## src/rtl/adc_ads8864_opb_if.sv

```systemverilog
// OPB slave front-end for the ADS8864 SAR ADC: drives CNVST/SCLK, shifts in
// 16-bit samples and buffers them in a word RAM readable over the bus.
`timescale 1ns/1ps
module adc_ads8864_opb_if #(
    parameter int unsigned CONV_CYCLES  = 32,
    parameter int unsigned QUIET_CYCLES = 4,
    parameter int unsigned RAM_DEPTH    = 256
) (
    input  logic        OPB_CLK,
    input  logic        OPB_RST,
    input  logic [31:0] OPB_ADDR,
    input  logic [31:0] OPB_DI,
    input  logic        OPB_WE,
    input  logic        OPB_RE,
    output logic [31:0] OPB_DO,
    output logic        AD_CNVST,
    output logic        AD_SCLK,
    input  logic        AD_SDOUT
);

    localparam int unsigned AW          = $clog2(RAM_DEPTH);
    localparam int unsigned CW          = 9;
    localparam int unsigned READ_CYCLES = 32;
    localparam int unsigned TMAX0       = (CONV_CYCLES > READ_CYCLES) ? CONV_CYCLES : READ_CYCLES;
    localparam int unsigned TMAX        = (TMAX0 > QUIET_CYCLES) ? TMAX0 : QUIET_CYCLES;
    localparam int unsigned TW          = $clog2(TMAX) + 1;

    typedef enum logic [2:0] {S_IDLE, S_CONV, S_READ, S_STORE, S_QUIET} state_e;

    state_e          state_q,  state_d;
    logic [TW-1:0]   timer_q,  timer_d;
    logic            cnvst_q,  cnvst_d;
    logic            sclk_q,   sclk_d;
    logic [15:0]     shift_q,  shift_d;
    logic [AW-1:0]   ptr_q,    ptr_d;
    logic [CW-1:0]   stored_q, stored_d;
    logic            done_q,   done_d;
    logic            cont_q,   cont_d;
    logic [CW-1:0]   count_q,  count_d;
    logic [31:0]     do_q,     do_d;
    logic [15:0]     mem_q [RAM_DEPTH];

    logic            sel_ram_c, sel_ctrl_c, sel_count_c, sel_status_c;
    logic            wr_ctrl_c, clear_c, start_c, ram_we_c, busy_c;
    logic [CW-1:0]   count_eff_c;
    logic [31:0]     status_c;
    logic [15:0]     rd_ram_c;
    logic [AW-1:0]   ram_idx_c;
    logic            unused_ok_c;

    assign unused_ok_c = ^{OPB_ADDR[31:12], OPB_ADDR[1:0], OPB_DI[31:9]};

    // Address decode and control strobes; CLEAR dominates START
    always_comb begin
        sel_ram_c    = (OPB_ADDR[11:10] == 2'b00);
        sel_ctrl_c   = (OPB_ADDR[11:0] == 12'h800);
        sel_count_c  = (OPB_ADDR[11:0] == 12'h804);
        sel_status_c = (OPB_ADDR[11:0] == 12'h808);
        wr_ctrl_c    = OPB_WE && sel_ctrl_c;
        clear_c      = wr_ctrl_c && OPB_DI[0];
        start_c      = wr_ctrl_c && OPB_DI[1] && !OPB_DI[0] && (state_q == S_IDLE);
        busy_c       = (state_q != S_IDLE);
        count_eff_c  = ((count_q == '0) || (count_q > CW'(RAM_DEPTH))) ? CW'(RAM_DEPTH) : count_q;
        status_c     = {15'd0, stored_q, 6'd0, done_q, busy_c};
        ram_idx_c    = OPB_ADDR[AW+1:2];
        rd_ram_c     = mem_q[ram_idx_c];
    end

    // Bus register writes and registered read mux
    always_comb begin
        cont_d  = cont_q;
        count_d = count_q;
        do_d    = '0;
        if (wr_ctrl_c) cont_d = OPB_DI[2];
        if (OPB_WE && sel_count_c) count_d = OPB_DI[CW-1:0];
        if (OPB_RE) begin
            if (sel_ram_c)         do_d = {16'd0, rd_ram_c};
            else if (sel_ctrl_c)   do_d = {29'd0, cont_q, 2'b00};
            else if (sel_count_c)  do_d = {23'd0, count_q};
            else if (sel_status_c) do_d = status_c;
        end
    end

    // Conversion sequencer
    always_comb begin
        state_d  = state_q;
        timer_d  = timer_q + TW'(1);
        cnvst_d  = cnvst_q;
        sclk_d   = 1'b0;
        shift_d  = shift_q;
        ptr_d    = ptr_q;
        stored_d = stored_q;
        done_d   = done_q;
        ram_we_c = 1'b0;
        case (state_q)
            S_IDLE: begin
                timer_d = '0;
                cnvst_d = 1'b0;
                if (start_c) begin
                    state_d  = S_CONV;
                    cnvst_d  = 1'b1;
                    ptr_d    = '0;
                    stored_d = '0;
                    done_d   = 1'b0;
                end
            end
            S_CONV: begin
                if (timer_q == TW'(CONV_CYCLES - 1)) begin
                    state_d = S_READ;
                    timer_d = '0;
                    cnvst_d = 1'b0;
                end
            end
            S_READ: begin
                sclk_d = ~sclk_q;
                // Sample on the same edge that raises SCLK
                if (!sclk_q) shift_d = {shift_q[14:0], AD_SDOUT};
                if (timer_q == TW'(READ_CYCLES - 1)) begin
                    state_d = S_STORE;
                    timer_d = '0;
                    sclk_d  = 1'b0;
                end
            end
            S_STORE: begin
                ram_we_c = 1'b1;
                ptr_d    = ptr_q + AW'(1);
                if (stored_q != CW'(RAM_DEPTH)) stored_d = stored_q + CW'(1);
                state_d  = S_QUIET;
                timer_d  = '0;
            end
            S_QUIET: begin
                if (timer_q == TW'(QUIET_CYCLES - 1)) begin
                    timer_d = '0;
                    if (cont_q || (stored_q < count_eff_c)) begin
                        state_d = S_CONV;
                        cnvst_d = 1'b1;
                    end else begin
                        state_d = S_IDLE;
                        done_d  = 1'b1;
                    end
                end
            end
            default: state_d = S_IDLE;
        endcase
        if (clear_c) begin
            state_d  = S_IDLE;
            timer_d  = '0;
            cnvst_d  = 1'b0;
            sclk_d   = 1'b0;
            ptr_d    = '0;
            stored_d = '0;
            done_d   = 1'b0;
            ram_we_c = 1'b0;
        end
    end

    always_ff @(posedge OPB_CLK or posedge OPB_RST) begin
        if (OPB_RST) begin
            state_q  <= S_IDLE;
            timer_q  <= '0;
            cnvst_q  <= 1'b0;
            sclk_q   <= 1'b0;
            shift_q  <= '0;
            ptr_q    <= '0;
            stored_q <= '0;
            done_q   <= 1'b0;
            cont_q   <= 1'b0;
            count_q  <= CW'(1);
            do_q     <= '0;
        end else begin
            state_q  <= state_d;
            timer_q  <= timer_d;
            cnvst_q  <= cnvst_d;
            sclk_q   <= sclk_d;
            shift_q  <= shift_d;
            ptr_q    <= ptr_d;
            stored_q <= stored_d;
            done_q   <= done_d;
            cont_q   <= cont_d;
            count_q  <= count_d;
            do_q     <= do_d;
        end
    end

    // Sample buffer holds its contents across reset
    always_ff @(posedge OPB_CLK) begin
        if (ram_we_c) mem_q[ptr_q] <= shift_q;
    end

    assign AD_CNVST = cnvst_q;
    assign AD_SCLK  = sclk_q;
    assign OPB_DO   = do_q;

endmodule

```

## config.mk

```make
export PLATFORM = sky130hd
export DESIGN_NAME = adc_ads8864_opb_if
export DESIGN_NICKNAME = d
export VERILOG_FILES = /design/src/rtl/adc_ads8864_opb_if.sv
export SDC_FILE = /design/constraint.sdc
export NUM_CORES = 2
export LEC_CHECK = 0
export ABC_AREA = 0
export CAP_MARGIN = 20
export CORE_MARGIN = 3
export CORE_UTILIZATION = 50
export DETAILED_ROUTE_END_ITERATION = 8
export PLACE_DENSITY_LB_ADDON = 0.12
export SKIP_LAST_GASP = 1
export SLEW_MARGIN = 25
export SYNTH_ARGS = -nofsm -noshare
export SYNTH_HDL_FRONTEND = slang
export SYNTH_SLANG_ARGS = --single-unit
```

## constraint.sdc

```tcl
create_clock -name OPB_CLK -period 5.2 [get_ports OPB_CLK]
set_input_delay 0.52 -clock OPB_CLK [delete_from_list [all_inputs] [get_ports OPB_CLK]]
set_output_delay 0.52 -clock OPB_CLK [all_outputs]
set_load 0.005 [all_outputs]
```

# After elaboration in Yosys (flattened, before gate mapping)
# Memories as Yosys holds them, arrays and structs flattened.
# Cells that the tools add are included.
# W data, S select, Z words.
dict set report word_totals {
  register_bits 87
  n_memories 1
  input_bits 69
  mem_bits_rw 4096
}
# name depth width rd rd_clocked_by_memory_dff write_ports line_no
set mem_list {}
lappend mem_list {mem_q 256 16 1 0 1 41} ;# logic [15:0] mem_q [RAM_DEPTH];
dict set report op_classes {
  magnitude_cmp 2
  n_addsub 3
  n_reduce_logical 24
  n_mux 42
  eq_ne 17
  n_bitwise 1
}
# op n
set ops {}
lappend ops {{$mux W17} 5}
lappend ops {{$eq A12 B12 Y1 const B} 3}
lappend ops {{$mux W9} 4}
lappend ops {{$ne A3 B3 Y1 const B} 7}
lappend ops {{$mux W6} 3}
lappend ops {{$pmux W6 S3} 1}
lappend ops {{$pmux W9 S2} 1}
lappend ops {{$mux W1} 17}
lappend ops {{$mux W8} 2}
lappend ops {{$pmux W8 S2} 1}
lappend ops {{$mux W3} 5}
lappend ops {{$pmux W3 S5} 1}
lappend ops {{$reduce_and A4 Y1} 3}
lappend ops {{$add A9 B1 Y9 const B} 1}
lappend ops {{$gt A9 B9 Y1 const B} 1}
lappend ops {{$logic_not A9 Y1} 1}
lappend ops {{$lt A9 B9 Y1} 1}
lappend ops {{$ne A9 B9 Y1 const B} 1}
lappend ops {{$reduce_bool A3 Y1} 3}
lappend ops {{$add A8 B1 Y8 const B} 1}
lappend ops {{$add A6 B1 Y6 const B} 1}
lappend ops {{$eq A3 B2 Y1 const B} 2}
lappend ops {{$eq A6 B2 Y1 const B} 1}
lappend ops {{$eq A6 B5 Y1 const B} 1}
lappend ops {{other kinds (14)} 22}

# Depth between registers and ports, before layout
dict set report depth {
  ltp_word 9
  depth_mapped 15
}

# Worst setup path before layout
# Ideal clock, no wire load.
dict set report synth_path {
  path_kind {flip-flop to flip-flop}
  start {register shift_q[0]}
  end {memory mem_q[0][0], data pin}
  setup_ns 0.805
  t_arrival_ns 3.191
  slack_ns 1.204
  t_required_ns 4.395
  period_less_slack_ns 3.996
  stages_incl_launch_ff 1
  path_cell_list {dfrtp_1}
}
# element line_no
set synth_rtl {}
lappend synth_rtl {{start: declaration} 34} ;# logic [15:0] shift_q, shift_d;
lappend synth_rtl {{start signal: assignment} 175} ;# shift_q <= shift_d;
lappend synth_rtl {{end: declaration} 41}
# Straight into the memory's write port.

# Worst setup path in the final report
dict set report layout_path {
  start {input OPB_ADDR[3]}
  end {register do_q[7] (netlist: OPB_DO[7])}
}
dict set report layout_between {
  elab_chain_len 5
  elab_cells_between_ends 7
  cone_classes {eq/ne: 2; mux: 4; memory: 1}
}
# element line_no
set layout_lines {}
lappend layout_lines {{start: declaration} 11} ;# input logic [31:0] OPB_ADDR,
lappend layout_lines {{parallel branches: the longest is 3 deep, another holds $mem_v2 Z256 W16} -}
lappend layout_lines {{$mux W17 *} 77} ;# if (sel_ram_c) do_d = {16'd0, rd_ram_c};
lappend layout_lines {{$mux W17 *} 76} ;# if (OPB_RE) begin
lappend layout_lines {{named net do_d[7]} 40} ;# logic [31:0] do_q, do_d;
lappend layout_lines {{end signal: assignment} 181} ;# do_q <= do_d;
lappend layout_lines {{end: declaration} 40}
# Mark *: on every way through the listed nets, which the timed path passes.
# A chain may end at the register's enable or synchronous reset.

==> impl_metrics.yaml <==
timing:
  finalWorstPathRequiredPeriod_ns: 3.65
  slew_headroom_pct: 22.3
  hold_violations: 0
  setup_viol: 0
  fin_crit_sh_pct: 70.2
  rsz0062_at_grt: "false"
  sum_of_negative_setup_slack_ns: 0
  slew_worst_pin_ns: 1.17
  postLayoutSetupSlackWorst_ns: 1.55
  skew_ns: 0.0410
  max_freq_mhz: 274
  drv_slew: 0
clocking:
  tritoncts: "done"
  number_of_h_tree_levels: 5
  clock-sinks: 4168
  postCtsHoldBufs: 0
  insertion_delay_ns: 0.98
  clk_pin_slew_worst_paths_ns: 0.06
  number_of_buffers_created_by_cts: 426
  clk_root_buffer_cell: "sky130_fd_sc_hd__clkbuf_16"
  cts_post_setup_buffers_inserted: 0
  cts_resized: 0
  cts_max_path_buffers: 4
floorplanning:
  start_util_pct: 50.4
  die_width_um: 576
  fp.dieArea_um2: 332000
  chipHeight_um: 576
  rows: 208
  design.portCount: 103
  placeableCoreArea_um2: 322000
pwr:
  power.ir.vdd_worst_mv: 0.339
  clock_power_share_pct: 44.0
  p_sw_share_pct: 20.7
  leakage_nw: 61.7
  power_switching_mw: 14.2
  internal-power_mw: 54.5
  power-per-cell-area_nw_per_um2: 372
  comb_power_share_pct: 3.2
  power_frac_seq_pct: 52.9
synthesis:
  synth_simple_gate_area_share_pct: 2.05
  post-synth-top-area-cell: "sky130_fd_sc_hd__edfxtp_1"
  top_area_cell_type_share_of_the_netlist_area_pct: 75.7
  synth_seq_area_share_pct: 76.8
  synthAdderAreaFrac_pct: 0.123
  synth_area_per_cell_um2: 21.7
  synth_top_cells_by_count: "sky130_fd_sc_hd__edfxtp_1, sky130_fd_sc_hd__mux4_2, sky130_fd_sc_hd__mux2i_1, sky130_fd_sc_hd__nor2_1, sky130_fd_sc_hd__nand2_1"
  ys_async_sr_fraction_pct: 1.73
  ys_warn_count: 0
  synth_top_cells_by_area: "sky130_fd_sc_hd__edfxtp_1, sky130_fd_sc_hd__mux4_2, sky130_fd_sc_hd__mux2i_1, sky130_fd_sc_hd__dfrtp_1, sky130_fd_sc_hd__nor2_1"
  ys.flop_type: "sky130_fd_sc_hd__edfxtp_1"
  dominant_combinational_cell_family_by_area_after_synthesis: "multiplexers"
  synth-edff-count: 4096
  synthMostInstantiatedCell: "sky130_fd_sc_hd__edfxtp_1"
  synth_compound_area_share_pct: 2.75
  synth.lib_cells_used.distinct: 85
  yosys-mux-area-fraction_pct: 16.3
  synthCells: 7485
  netlist_area_um2: 162000
  area_share_of_xor_xnor_cells_in_the_synthesized_design_pct: 0.0647
  synth.ff_latch_count: 4168
global_routing:
  globalRouteTotalUtil_pct: 27.8
  via_count_of_the_first_global_routing_pass: 81098
  grt_overflow: 0
  largest_net_degree_at_the_start_of_global_routing: 166
  wire_length_of_the_first_global_routing_pass_um: 645000
  initial_antenna_violation_count: 27
final_layout:
  layout.area.seq_um2: 125000
  fillerInstances: 23773
  layout.core_utilization_pct: 57.4
  drive_above_1_share_pct: 28.6
  syn2layout_area_growth_pct: 13.8
  nNetsFinal: 8183
  multi_input_area_um2: 35200
detailed_routing:
  first_drt_pass_iteration_count: 9
  route.detailed.drc: 0
  antenna_left: 0
  avg_wl_per_cell_um: 36.2
  vias: 82303
  drt-vias-per-instance: 6.45
  dr.first_iter.drc_count: 11566
  drt_wl_total_um: 462000
place:
  placement.io_buffers: 44
  gp_routability_congestion: 0.890
  post-dp-hpwl_um: 278000
  dp_slack_ns: 0.481
worst_setup_path:
  crit_slowest_cell: "sky130_fd_sc_hd__nor2b_4"
  cp_max_fo: 35
  worst_path_largest_cell_delay_ns: 1.03
  timing.critical_path.cells: "buf_8 -> nor2b_4 -> buf_4 -> a221oi_1 -> o31ai_1 -> a21oi_1 -> nor3_1 -> o21ai_0 -> nand4_1 -> buf_4 -> nand2_1"
  cp-end-kind: "register"
  crit_required_ns: 6.05
  setup.worst_path.class: "primary input to register"
  start_kind: "primary input"
  critical_path_arrival_ns: 4.50
  critical-path-top-cell-by-count: "sky130_fd_sc_hd__buf_4"
  worst-r2r-setup-slack_ns: 1.70
min_path:
  min_path_type: "primary input to async pin"
job:
  max_cap_viol_count: 0
outcome:
  run_status: "finished, final reports clean"
-- worst paths after layout --
path,startpoint,endpoint,cells past startpoint
setup / recovery,OPB_ADDR[3],OPB_DO[7],11
hold / removal,OPB_RST,shift_q[15],2
setup reg to reg,state_q[0],mem_q[8][4],6
hold reg to reg,timer_q[0],timer_q[0],1
max in group asynchronous,OPB_RST,ptr_q[1],3
min in group OPB_CLK,OPB_DI[8],count_q[8],2
-- area by class of cell --
class	instances	area share, %
Inverter	13	0.0365
Sequential cell	4168	67.5
Antenna cell	7	0.00947
Multi-Input combinational cell	2874	19.1
Timing Repair Buffer	615	3.00
Tap cell	4305	2.91
Clock buffer	534	6.10
Clock inverter	237	1.34
-- critical path, delay by kind of cell --
family,cells,cell delay [ns]
compound gates,4,0.87
simple gates,4,2.00
buf+inv,3,0.95
-- kinds of logic after synthesis --
| kind of cell | Yosys count |
|---|---|
| compound gates | 650 |
| xor+xnor | 12 |
| fa+ha+maj | 16 |
| buf+inv | 457 |
| flops | 4168 |
| mux | 1425 |
| other cells | 1 |
| simple gates | 756 |
-- per-stage QoR --
stage               instances  hold slack, ns  power, mW  cell area, um^2
finish                  12753          0.0286       68.7           185000
global route            12747          0.0891       70.5           185000
CTS                     12744         0.00647       69.2           185000
detailed placement      11973           0.486       39.2           171000
global placement        11972           0.449       39.2           171000
floorplan                7499           0.433       38.3           162000
-- routing by layer --
layer | wire length, um | track usage (%)
met1 | 183000 | 39.8
met2 | 219000 | 43.4
met3 | 39700 | 4.39
met4 | 20500 | 10.7
met5 | 13 | 0
-- sequential cells by signal (all words and copies together) (netlist names) --
signal,cells
shift_q,16
done_q,1
state_q,3
AD_CNVST,1
mem_q,4096
timer_q,6
AD_SCLK,1
ptr_q,8
count_q,9
OPB_DO,17
stored_q,9
cont_q,1
-- power by group through the flow --
stage / Clock, mW / Combinational (mW) / Sequential [mW]
after global placement: 0 / 2.18 / 37.0
after detailed placement: 0 / 2.18 / 37.0
after CTS: 30.7 / 2.18 / 36.3
after floorplan: 0 / 1.29 / 37.0
after global routing: 31.9 / 2.24 / 36.3
final: 30.2 / 2.18 / 36.3
-- placed cells by master, fill, tap and decap left out, drive strengths merged, types with 18 or more instances in the layout --
| master | n |
|---|---|
| edfxtp | 4096 |
| mux4 | 961 |
| buf | 579 |
| clkbuf | 534 |
| mux2i | 411 |
| nor2 | 344 |
| nand2 | 185 |
| clkinv | 177 |
| a21oi | 138 |
| o21ai | 124 |
| a221oi | 78 |
| dfrtp | 71 |
| a22oi | 60 |
| nand3 | 56 |
| mux2 | 53 |
| o22ai | 52 |
| nor3 | 51 |
| o221ai | 44 |
| bufinv | 43 |
| clkdlybuf4s50 | 36 |
| a221o | 24 |
| inv | 21 |
| a211oi | 18 |
| nand2b | 18 |
| nor2b | 18 |
Note: power is estimated with default switching activity, not from simulation.
